**config.mk**
```make
export PLATFORM = sky130hd
export DESIGN_NAME = multitau_sample_feeder
export DESIGN_NICKNAME = d
export VERILOG_FILES = /design/src/rtl/multitau_pkg.sv /design/src/rtl/multitau_sample_feeder_lag_history.sv /design/src/rtl/multitau_sample_feeder.sv
export SDC_FILE = /design/constraint.sdc
export NUM_CORES = 1
export LEC_CHECK = 0
export CORE_MARGIN = 8
export CORE_UTILIZATION = 60
export CTS_CLUSTER_SIZE = 14
export DETAILED_ROUTE_END_ITERATION = 12
export GPL_TIMING_DRIVEN = 1
export HOLD_SLACK_MARGIN = 0.03
export PLACE_DENSITY = 0.83
export SLEW_MARGIN = 30
export SYNTH_ARGS = -nofsm -noshare
export SYNTH_HDL_FRONTEND = slang
export SYNTH_SLANG_ARGS = --single-unit
export TNS_END_PERCENT = 100
```
**constraint.sdc**
```tcl
create_clock -name clk -period 4.9 [get_ports clk]
set_input_delay 0.49 -clock clk [delete_from_list [all_inputs] [get_ports clk]]
set_output_delay 0.49 -clock clk [all_outputs]
set_load 0.02 [all_outputs]
```
**src/rtl/multitau_pkg.sv**
```systemverilog
// Shared constants and saturating add for the multi-tau lag bank.
package multitau_pkg;

  localparam int unsigned DW   = 8;
  localparam int unsigned LAGS = 32;
  localparam int unsigned PW   = 16;
  localparam int unsigned MINP = 34;
  localparam int unsigned LW   = $clog2(LAGS);
  localparam int unsigned IW   = LW + 1;

  typedef struct packed {
    logic          sat;
    logic [DW-1:0] sum;
  } sat_sum_t;

  // Unsigned add computed DW+1 wide, clamped to all-ones on carry-out.
  function automatic sat_sum_t sat_add(input logic [DW-1:0] a, input logic [DW-1:0] b);
    logic [DW:0] s;
    sat_sum_t    r;
    s     = (DW+1)'(a) + (DW+1)'(b);
    r.sat = s[DW];
    r.sum = s[DW] ? {DW{1'b1}} : s[DW-1:0];
    return r;
  endfunction

endpackage

```
**src/rtl/multitau_sample_feeder_lag_history.sv**
```systemverilog
// LAGS x DW sample history: shift-in push, sync clear, registered indexed read.
module lag_history
  import multitau_pkg::*;
(
  input  logic          clk,
  input  logic          rst_n,
  input  logic          clr,
  input  logic          push,
  input  logic [DW-1:0] din,
  input  logic          rd_en,
  input  logic [LW-1:0] rd_idx,
  output logic [DW-1:0] rd_data
);

  logic [LAGS-1:0][DW-1:0] hist_q, hist_d;
  logic [DW-1:0]           rd_q, rd_d;

  // Next history contents and read register; clear has priority over push.
  always_comb begin
    hist_d = hist_q;
    rd_d   = rd_q;
    if (clr) begin
      hist_d = '0;
    end else if (push) begin
      hist_d = {hist_q[LAGS-2:0], din};
    end
    if (rd_en) begin
      rd_d = hist_q[rd_idx];
    end
  end

  // History and read-data registers.
  always_ff @(posedge clk or negedge rst_n) begin
    if (!rst_n) begin
      hist_q <= '0;
      rd_q   <= '0;
    end else begin
      hist_q <= hist_d;
      rd_q   <= rd_d;
    end
  end

  assign rd_data = rd_q;

endmodule

```
**src/rtl/multitau_sample_feeder.sv**
```systemverilog
// Photon window counter, lag sweep sequencer and 2:1 pair summer for one tau level.
module multitau_sample_feeder
  import multitau_pkg::*;
(
  input  logic          clk,
  input  logic          rst_n,
  input  logic          en,
  input  logic [PW-1:0] period,
  input  logic          ph_in,
  input  logic          hist_clr,
  output logic          sin,
  output logic [DW-1:0] A,
  output logic [DW-1:0] B,
  output logic          busy,
  output logic          ds_valid,
  output logic [DW-1:0] ds_data,
  output logic          sat_flag
);

  logic [PW-1:0] wcnt_q, wcnt_d, per_q, per_d, eff_c;
  logic [DW-1:0] cnt_q, cnt_d, a_q, a_d, prev_q, prev_d, dsd_q, dsd_d;
  logic          sin_q, sin_d, pair_q, pair_d, dsv_q, dsv_d, sat_q, sat_d;
  logic          busy_q, busy_d;
  logic [IW-1:0] idx_q, idx_d;
  logic          term_c, push_c, rd_en_c;
  logic [LW-1:0] rd_idx_c;
  sat_sum_t      inc_c, pair_c;

  // Window length is latched on the first cycle of each window, clamped to MINP.
  always_comb begin
    if (wcnt_q == '0) begin
      eff_c = (period < PW'(MINP)) ? PW'(MINP) : period;
    end else begin
      eff_c = per_q;
    end
    term_c = en && (wcnt_q == eff_c - PW'(1));
    inc_c  = sat_add(cnt_q, DW'(ph_in));
    pair_c = sat_add(prev_q, inc_c.sum);
  end

  // Window counting, sample close, pair summing and sticky saturation flag.
  always_comb begin
    wcnt_d = wcnt_q;
    per_d  = per_q;
    cnt_d  = cnt_q;
    a_d    = a_q;
    sin_d  = 1'b0;
    pair_d = pair_q;
    prev_d = prev_q;
    dsv_d  = 1'b0;
    dsd_d  = dsd_q;
    sat_d  = sat_q;
    push_c = 1'b0;
    if (hist_clr) begin
      wcnt_d = '0;
      cnt_d  = '0;
      pair_d = 1'b0;
      sat_d  = 1'b0;
    end else if (!en) begin
      wcnt_d = '0;
      cnt_d  = '0;
    end else begin
      per_d = eff_c;
      if (inc_c.sat) sat_d = 1'b1;
      if (term_c) begin
        wcnt_d = '0;
        cnt_d  = '0;
        a_d    = inc_c.sum;
        sin_d  = 1'b1;
        push_c = 1'b1;
        pair_d = !pair_q;
        if (pair_q) begin
          dsv_d = 1'b1;
          dsd_d = pair_c.sum;
          if (pair_c.sat) sat_d = 1'b1;
        end else begin
          prev_d = inc_c.sum;
        end
      end else begin
        wcnt_d = wcnt_q + PW'(1);
        cnt_d  = inc_c.sum;
      end
    end
  end

  // Lag sweep: read index 0 on the edge after sin, then step through LAGS-1.
  always_comb begin
    busy_d   = busy_q;
    idx_d    = idx_q;
    rd_en_c  = 1'b0;
    rd_idx_c = idx_q[LW-1:0];
    if (sin_q) begin
      busy_d   = 1'b1;
      idx_d    = IW'(1);
      rd_en_c  = 1'b1;
      rd_idx_c = '0;
    end else if (busy_q) begin
      if (idx_q == IW'(LAGS)) begin
        busy_d = 1'b0;
        idx_d  = '0;
      end else begin
        rd_en_c = 1'b1;
        idx_d   = idx_q + IW'(1);
      end
    end
  end

  // State and output registers.
  always_ff @(posedge clk or negedge rst_n) begin
    if (!rst_n) begin
      wcnt_q <= '0;
      per_q  <= '0;
      cnt_q  <= '0;
      a_q    <= '0;
      sin_q  <= 1'b0;
      pair_q <= 1'b0;
      prev_q <= '0;
      dsv_q  <= 1'b0;
      dsd_q  <= '0;
      sat_q  <= 1'b0;
      busy_q <= 1'b0;
      idx_q  <= '0;
    end else begin
      wcnt_q <= wcnt_d;
      per_q  <= per_d;
      cnt_q  <= cnt_d;
      a_q    <= a_d;
      sin_q  <= sin_d;
      pair_q <= pair_d;
      prev_q <= prev_d;
      dsv_q  <= dsv_d;
      dsd_q  <= dsd_d;
      sat_q  <= sat_d;
      busy_q <= busy_d;
      idx_q  <= idx_d;
    end
  end

  lag_history u_hist (
    .clk     (clk),
    .rst_n   (rst_n),
    .clr     (hist_clr),
    .push    (push_c),
    .din     (inc_c.sum),
    .rd_en   (rd_en_c),
    .rd_idx  (rd_idx_c),
    .rd_data (B)
  );

  assign sin      = sin_q;
  assign A        = a_q;
  assign busy     = busy_q;
  assign ds_valid = dsv_q;
  assign ds_data  = dsd_q;
  assign sat_flag = sat_q;

endmodule
```
; ---- Word level (Yosys, flattened, before mapping)
; Index checks and enable logic that the tools add are counted.
[word_totals]
reg_bits = 339
latch_bits = 0
ram_bits = 0
mem_bits_ro = 0
input_bits = 21
out_inout_bits = 28
elab_cells = 105
n_memories = 0
[op_classes]
n_addsub = 5
mul = 0
div = 0
n_lt_le_gt_ge = 2
n_eq_ne = 2
shift = 0
muxes = 37
bitwise = 2
n_reduce_logical = 12
[op_table]
columns = op, count
row1 = 256-bit two-way mux, 2
row2 = 16-bit two-way mux, 5
row3 = 8-bit two-way mux, 6
row4 = 8-bit binary-select mux with 5-bit select, 1
row5 = 1-bit two-way mux, 19
row6 = 6-bit two-way mux, 3
row7 = 16-bit by 1-bit adder with 16-bit output (second input constant), 1
row8 = 16-bit equality test, 1
row9 = 16-bit logical NOT, 1
row10 = 16-bit by 6-bit less-than comparator with 1-bit output (second input constant), 1
row11 = 16-bit by 1-bit subtractor with 16-bit output (second input constant), 1
row12 = 8-bit by 1-bit adder with 9-bit output, 1
row13 = 8-bit by 8-bit adder with 9-bit output, 1
row14 = 4-bit AND reduction, 2
row15 = 2-bit nonzero test, 4
row16 = 6-bit by 1-bit adder with 6-bit output (second input constant), 1
row17 = 6-bit equality test (second input constant), 1
row18 = 5-bit by 6-bit less-than comparator with 1-bit output (second input constant), 1
row19 = 5-bit two-way mux, 1
row20 = 2-bit AND reduction, 2
row21 = 3-bit AND reduction, 1
row22 = 1-bit inverter, 2
row23 = 1-bit logical AND, 1
row24 = 1-bit logical NOT, 1

; ---- Depth between registers and ports, before layout
; Gate-level depths: netlist of the first run.
[logic_depth]
ltp_word = 11
mapped_depth = 20
ltp_nobuf = 17

; ---- Modules after synthesis
; Synthesis of the first run repeated with hierarchy kept, for this count alone.
[unflattened]
hier_cells = 1631
area_unflattened_um2 = 17511.8
[by_module_without_submodules]
columns = module, instances, cells_per_inst, area_each_um2, seq_area_each_um2
row1 = lag_history, 1, 1114, 12693.4, 6606.3
row2 = multitau_sample_feeder, 1, 517, 4818.4, 1876.8

; ---- Worst setup path after synthesis of the first run
; OpenSTA, ideal clock, no wires.
[synth_path]
path_kind = register -> register
from = register wcnt_q[0]
to = register a_q[3], in the netlist A[3]
setup_ns = 0.125
t_arrival_ns = 4.322
required_ns = 4.775
slack_ns = 0.454
stages_incl_launch_ff = 18
n_path_buf = 4
synth_period_minus_slack_ns = 4.446
path_cell_list = dfrtp_1 > inv_1 > ha_1 > nor4b_2 > nand4_2 > clkbuf_1 > a21oi_1 > ha_1 > clkbuf_1 > xor2_1 > nor2_1 > or4b_1 > a311oi_2 > nor3b_2 > and3_1 > buf_4 > buf_4 > mux2_2
[synth_between]
elab_chain_len = 6
[synth_lines]
columns = element, line
row1 = from (decl), multitau_sample_feeder.sv:20  ; logic [PW-1:0] wcnt_q, wcnt_d, per_q, per_d, eff_c;
row2 = from (signal assigned), multitau_sample_feeder.sv:124  ; wcnt_q <= wcnt_d;
row3 = 16-bit logical NOT, multitau_sample_feeder.sv:31  ; if (wcnt_q == '0) begin
row4 = 16-bit two-way mux, multitau_sample_feeder.sv:31
row5 = 16-bit by 1-bit subtractor with 16-bit output, multitau_sample_feeder.sv:36  ; term_c = en && (wcnt_q == eff_c - PW'(1));
row6 = 16-bit equality test *, multitau_sample_feeder.sv:36
row7 = 1-bit logical AND *, multitau_sample_feeder.sv:36
row8 = 3-bit AND reduction (no source line) *, --
row9 = to (signal assigned), multitau_sample_feeder.sv:114  ; a_q <= '0;
row10 = to (signal assigned), multitau_sample_feeder.sv:127  ; a_q <= a_d;
row11 = to (decl), multitau_sample_feeder.sv:21  ; logic [DW-1:0] cnt_q, cnt_d, a_q, a_d, prev_q, prev_d, dsd_q, dsd_d;
; Every way passes the cells marked *; elsewhere a longest branch is shown, timed or not.
; A chain may end at the register's enable or synchronous reset.

; ---- Worst setup path in the final report of the first run
[layout_path]
from = register wcnt_q[0]
to = register u_hist.hist_q[160] in the netlist's numbering
[layout_between]
elab_chain_len = 9
[layout_lines]
columns = element, line
row1 = 16-bit logical NOT, multitau_sample_feeder.sv:31
row2 = 16-bit two-way mux, multitau_sample_feeder.sv:31
row3 = 16-bit by 1-bit subtractor with 16-bit output, multitau_sample_feeder.sv:36
row4 = 16-bit equality test *, multitau_sample_feeder.sv:36
row5 = 1-bit logical AND *, multitau_sample_feeder.sv:36
row6 = 1-bit two-way mux *, multitau_sample_feeder.sv:65  ; if (term_c) begin
row7 = 1-bit two-way mux *, multitau_sample_feeder.sv:59  ; end else if (!en) begin
row8 = 1-bit two-way mux *, multitau_sample_feeder.sv:54  ; if (hist_clr) begin
row9 = 2-bit nonzero test (no source line) *, --
row10 = to (signal assigned), multitau_sample_feeder_lag_history.sv:38  ; hist_q <= hist_d;
row11 = to (decl), multitau_sample_feeder_lag_history.sv:15  ; logic [LAGS-1:0][DW-1:0] hist_q, hist_d;
; Marked as above.

==> summary.txt, run 1 <==
First-pass GRT wire length = 63200 µm
Syn_nets = 1406
Synth top area share = 0.526
Final setup fails = 0
Max Freq = 0.218 GHz
Top FF cell, synth = dfrtp_1
Post CTS Setup Buffer Count = 0
Syn Std Cell Area = 0.0161 mm²
Largest net degree at the start of global routing = 127
Crit. End Element = register
Initial antenna violation count = 0
Clock Path Buffers = 3
Post-placement cell count = 1705
Vias in the first global route = 11900
Most numerous cell in the Yosys netlist = dfrtp_1
CORE AREA = 0.0267 mm²
PostCTS Resize Cnt = 0
Status = completed
LEAKAGE = 0.00813 µW
Initial DRC count = 1350
GRT Residual Overflow = 0
YS warnings = 0
Post-DP HPWL = 23100 µm
Final Hold Vio Count = 0
Largest stage delay, worst path = 0.65 ns
WP data arrival = 5.00 ns
Met3 WL = 2350 µm
Synth cell count leaders = dfrtp_1, a22o_1, nand2_1
Drt pass-1 iters = 6
Slew margin rel. = 0.388
Seq/Total Area, Yosys = 0.526
Initial cell density of the core = 0.605
Chip Width = 180 µm
Worst clock skew = 0.0137 ns
Crit path max-delay cell type = a2111oi_0
ANT cells = 0
Die area = 0.0324 mm²
CTS Sinks = 339
Unrepaired setup endpoints after global routing = no
P per Cell Area = 333 mW/mm²
Final Cell Area = 0.0184 mm²
Maximum VDD drop = 0.000264 V
Required @ worst endpoint = 5.31 ns
Clk root buf = clkbuf_16
FP Rows = 60
Routed via count = 12000
TritonCTS buffer count = 36
Area delta synth->final = 14.1%
Post-synth EDFFs = 0
Clk pin slew, worst setup/hold paths = 0.06 ns
H-tree levels = 2
GRT Util Overall = 0.234
Min-delay worst type = in2async
MaxCap Viol Count = 0
Drc violations = 0
Vias per std cell = 6.75
Synth area leaders = dfrtp_1, a22o_1, mux4_2
CP cell instances = inv_1 -> ha_1 -> nor4b_2 -> buf_4 -> and4_1 -> and3_1 -> a21oi_1 -> ha_1 -> o21ai_0 -> a2111oi_0 -> buf_4 -> o211ai_1 -> nor4_1 -> buf_4 -> a31oi_4 -> buf_12 -> a22o_1
Port Buffers = 48
Hold WS = 0.429 ns
GPL Wtd Cong = 0.947
Clk_lat worst skew = 0.53 ns
Routed wire length = 37800 µm
Cell taking the most area after synthesis = dfrtp_1
Worst setup SP type = register
Antenna-violating nets left = 0
Die Height = 180 µm
Setup CP Type = reg2reg
Synth Instances = 1369
CP Max Fanout = 76
Top cell family by delay on the critical path = compound AO/OA/AOI/OAI gates
Post-Place Cell Area = 0.0171 mm²
Count of different cell masters after synthesis = 69
Share of flip-flops with an asynchronous set or reset = 1.00
Wl on met1 = 16500 µm
Non-Filler Instances = 1772
Max-slew violations = 0
Layout cells sized above 1 = 0.124
Nets = 1442
Critical path's most frequent cell = buf_4
DR WL/cell = 21.3 µm
Measured slew at the worst slew-check pin = 0.917 ns
Boundary pin count = 49
Critical path buffers and inverters = 5
Synthesized flop and latch total = 339
Highest Signal Layer = met4
Syn avg cell area = 11.8 µm²
Met2 routed WL = 18000 µm
CTS tree = built
Final Cycle Share = 0.936
Hold_buf cts = 0
Fin crit period = 4.59 ns
[worst paths after layout]
kind,from,endpoint,slack [ns],depth (start not counted)
min in group clk,u_hist.rd_data[4],u_hist.rd_data[4],0.48,2
worst min register to register,u_hist.rd_data[4],u_hist.rd_data[4],0.48,2
max in group asynchronous,rst_n,u_hist.hist_q[153],3.21,4
worst min-delay path,rst_n,u_hist.hist_q[166],0.43,2
worst max register to register,wcnt_q[0],u_hist.hist_q[160],0.31,17
worst max-delay path,wcnt_q[0],u_hist.hist_q[160],0.31,17
[kinds of logic (layout without fill, tap and decap cells)]
logic type               after synthesis  after routing  synth area share
AO/OA/AOI/OAI                        446            446             0.218
XOR/XNOR                              42             42            0.0228
adder cells (fa/ha/maj)               16             16            0.0129
buffers and inverters                129            191            0.0418
flip-flops                           339            339             0.526
multiplexers                          96             96            0.0864
AND/OR/NAND/NOR                      301            301            0.0918
[cell usage in the layout, fill, tap and decap left out, types with 33 or more instances in the layout]
| master | synthesis | final |
|---|---|---|
| clkdlybuf4s50_1 | 0 | 47 |
| clkbuf_16 | 0 | 36 |
| a22o_1 | 254 | 254 |
| mux4_2 | 33 | 33 |
| buf_4 | 5 | 38 |
| mux2i_1 | 48 | 48 |
| nand2_1 | 102 | 102 |
| dfrtp_1 | 339 | 338 |
| a21oi_1 | 53 | 53 |
| nor2_1 | 79 | 78 |
[area by class of cell]
type,instances,area [µm²]
clock buffers,56,1060
multi-input cells,901,7010
flip-flops and latches,339,8480
repair buffers,105,1160
fillers,1801,8260
well taps,341,427
clock inverters,8,174
inverters,22,82.6
[per-stage QoR]
stage / utilization / TNS [ns] / total power (µW) / setup WS (ns)
floorplan: - / 0 / 3180 / 0.454
global placement: 0.641 / 0 / 3350 / 0.0542
detailed placement: 0.641 / -0.0250 / 3360 / -0.0115
CTS: 0.687 / 0 / 6170 / 0.361
global route: 0.690 / 0 / 6330 / 0.0339
finish: 0.690 / 0 / 6130 / 0.314
[power breakdown]
| part | internal [µW] | total, µW | switching (µW) |
|---|---|---|---|
| logic | 163 | 458 | 295 |
| registers | 2820 | 2860 | 33.9 |
| clock network | 1700 | 2810 | 1110 |
| total | 4690 | 6130 | 1440 |
[flip-flops by register name, summed over array words and instances, names as in the netlist]
signal          cells
wcnt_q             16
busy                1
ds_valid            1
pair_q              1
cnt_q               8
u_hist.rd_data      8
per_q              16
sat_flag            1
sin                 1
prev_q              8
idx_q               6
u_hist.hist_q     256
ds_data             8
A                   8
[metal layers]
| layer | up-vias | GRT usage |
|---|---|---|
| li1 | 5286 | - |
| met2 | 486 | 0.370 |
| met1 | 6102 | 0.325 |
| met3 | 88 | 0.0409 |
| met4 | 0 | 0.0764 |
| met5 | - | 0 |
Power figures use the tool's default switching activity.
==> inputs of run 2 (changes only) <==
--- a/config.mk
+++ b/config.mk
@@ -9,9 +9,11 @@
 export CORE_UTILIZATION = 60
 export CTS_CLUSTER_SIZE = 14
 export DETAILED_ROUTE_END_ITERATION = 12
+export GPL_ROUTABILITY_DRIVEN = 0
 export GPL_TIMING_DRIVEN = 1
 export HOLD_SLACK_MARGIN = 0.03
 export PLACE_DENSITY = 0.83
+export SETUP_SLACK_MARGIN = 0.05
 export SLEW_MARGIN = 30
 export SYNTH_ARGS = -nofsm -noshare
 export SYNTH_HDL_FRONTEND = slang
==> constraint.sdc (replaced) <==
create_clock -name clk -period 4.9 [get_ports clk]
set_input_delay 0.98 -clock clk [delete_from_list [all_inputs] [get_ports clk]]
set_output_delay 0.98 -clock clk [all_outputs]
set_load 0.02 [all_outputs]
==> run 2 against run 1 <==
  * Clock power rose by 2%
  * Hold slack better by 0.054 ns
  * Sequential cell count did not move
  * Critical path depth stayed put
  * Cell area grew 0.33%
  * Sequential share of layout area decreased by 0.15 points
  * Register-to-register slack better by 0.15 ns
  * Sequential power barely moved
  * Total power is 1.2% higher
  * Combinational power barely moved
  * Wire length fell by 0.32%
==> summary.txt, run 2 (synthesis gave the netlist of run 1 again) <==
Status = completed
PostCTS Resize Cnt = 0 (unchanged)
Most flop-heavy register = u_hist.hist_q
Antenna-violating nets left = 0 (unchanged)
Required @ worst endpoint = 5.34 ns (+0.03 ns)
Largest net degree at the start of global routing = 104 (-18%)
Boundary pin count = 49 (unchanged)
Final setup fails = 0 (unchanged)
CTS tree = built
Clk_lat worst skew = 0.52 ns (about the same)
LEAKAGE = 0.00818 µW (+0.59%)
Place WS = -0.202 ns (-0.191 ns)
Fin crit period = 4.51 ns (-0.0807 ns)
Largest register FFs = 256 (unchanged)
GRT Util Overall = 0.232 (-0.00144)
Worst reg2reg path endpoint = u_hist.hist_q[99]
Port Buffers = 48 (unchanged)
Final Hold Vio Count = 0 (unchanged)
Nets = 1453 (+0.76%)
Initial cell density of the core = 0.605 (unchanged)
WP data arrival = 4.94 ns (-0.06 ns)
TritonCTS buffer count = 38 (+5.6%)
Clk root buf = clkbuf_16
Routed wire length = 37700 µm (-0.32%)
Utilization after layout = 0.692 (+0.00225)
Min-delay worst type = reg2reg
First-pass GRT wire length = 62800 µm (-0.73%)
CTS Sinks = 339 (unchanged)
R2R depth = 20 (+3)
P per Cell Area = 336 mW/mm² (+0.89%)
Slew margin rel. = 0.349 (-0.0398)
Drt pass-1 iters = 5 (-1)
ANT cells = 0 (unchanged)
Unrepaired setup endpoints after global routing = no
Routed via count = 12000 (+0.10%)
Initial antenna violation count = 0 (unchanged)
Register-to-register setup slack = 0.46 ns (+0.15 ns)
Die area = 0.0324 mm² (unchanged)
Most frequent cells in the layout = dfrtp_1, a22o_1, nand2_1
Hold_buf cts = 0 (unchanged)
Post-DP HPWL = 22900 µm (-0.83%)
Initial DRC count = 1103 (-18%)
Hold WS = 0.482 ns (+0.0535 ns)
Vias in the first global route = 12100 (+2.0%)
Final Cycle Share = 0.920 (-0.0165)
Chip Width = 180 µm (unchanged)
CORE AREA = 0.0267 mm² (unchanged)
Layout cells sized above 1 = 0.137 (+0.0133)
Measured slew at the worst slew-check pin = 0.977 ns (+0.0597 ns)
Die Height = 180 µm (unchanged)
CP Max Fanout = 37 (-51%)
Max-slew violations = 0 (unchanged)
Vias per std cell = 6.70 (-0.68%)
Largest regs = u_hist.hist_q: 256 flops, per_q: 16 flops, wcnt_q: 16 flops
Worst clock skew = 0.0152 ns (+0.00146 ns)
Drc violations = 0 (unchanged)
MaxCap Viol Count = 0 (unchanged)
GRT Residual Overflow = 0 (unchanged)
Max Freq = 0.222 GHz (+1.8%)
Clock Path Buffers = 3 (unchanged)
Worst setup SP type = input pin
Post CTS Setup Buffer Count = 0 (unchanged)
FP Rows = 60 (unchanged)
DR WL/cell = 21.1 µm (-1.1%)
H-tree levels = 2 (unchanged)
Crit. End Element = register
Commonest non-fill, non-tap cell in the layout = dfrtp_1
Total design power = 6200 µW (+1.2%)
Clk pin slew, worst setup/hold paths = 0.05 ns (about the same)
Setup CP Type = in2reg
Critical Path Start = period[3]
Final worst setup slack = 0.394 ns (+0.0807 ns)
Worst r2r src = wcnt_q[0]
Maximum VDD drop = 0.000282 V (+6.7%)
CP endpoint = u_hist.hist_q[99]
Area delta synth->final = 14.5%
## run 2: cell type report
| class | instances | area [µm²] |
|---|---|---|
| inverters | 22 | 82.6 |
| well taps | 341 | 427 |
| flip-flops and latches | 339 | 8480 |
| clock buffers | 55 | 1130 |
| clock inverters | 14 | 160 |
| fillers | 1830 | 8200 |
| repair buffers | 114 | 1120 |
| multi-input cells | 901 | 7050 |
## run 2: worst min path at each step
| stage | start | end | slack (ns) | cells after the start |
|---|---|---|---|---|
| after floorplan | per_q[15] | per_q[15] | 0.46 | 2 |
| after global placement | u_hist.rd_data[4] | u_hist.rd_data[4] | 0.46 | 2 |
| after detailed placement | u_hist.rd_data[7] | u_hist.rd_data[7] | 0.48 | 2 |
| after CTS | u_hist.rd_data[7] | u_hist.rd_data[7] | 0.49 | 2 |
| after global routing | u_hist.rd_data[7] | u_hist.rd_data[7] | 0.52 | 2 |
| final | u_hist.rd_data[7] | u_hist.rd_data[7] | 0.48 | 2 |
## run 2: metrics by stage
stage          instance area [µm²]  setup TNS, ns  instances
2_1_floorplan                16100              0       1369
3_3_place_gp                 17100         -14.74       1717
3_5_place_dp                 17100         -35.70       1717
4_1_cts                      18400              0       1786
5_1_grt                      18400              0       1786
6_report                     18400              0       1786
## run 2: per-layer routing
layer | up-vias | wire [µm] | global-route usage
li1 | 5299 | - | -
met1 | 6118 | 16200 | 0.313
met2 | 474 | 18100 | 0.374
met3 | 83 | 2480 | 0.0429
met4 | 0 | 913 | 0.0824
met5 | - | 0 | 0
## run 2: power by group
group | switching [µW] | internal [µW] | leakage [µW]
clock | 1120 | 1760 | 0.000629
sequential | 39.1 | 2820 | 0.00471
combinational | 292 | 168 | 0.00284
total | 1450 | 4750 | 0.00818
## run 2: worst max-delay path, stage by stage
cell,delay [ns]
clkdlybuf4s50_1,0.49
o41ai_2,0.35
nand4_1,0.17
and3_1,0.21
a21oi_1,0.19
ha_2,0.29
nand2_1,0.07
or4_1,0.43
a2bb2oi_1,0.25
xnor2_1,0.18
nand4_1,0.11
nor4_1,0.20
buf_4,0.20
and3_4,0.22
buf_12,0.20
buf_12,0.22
a22o_1,0.18
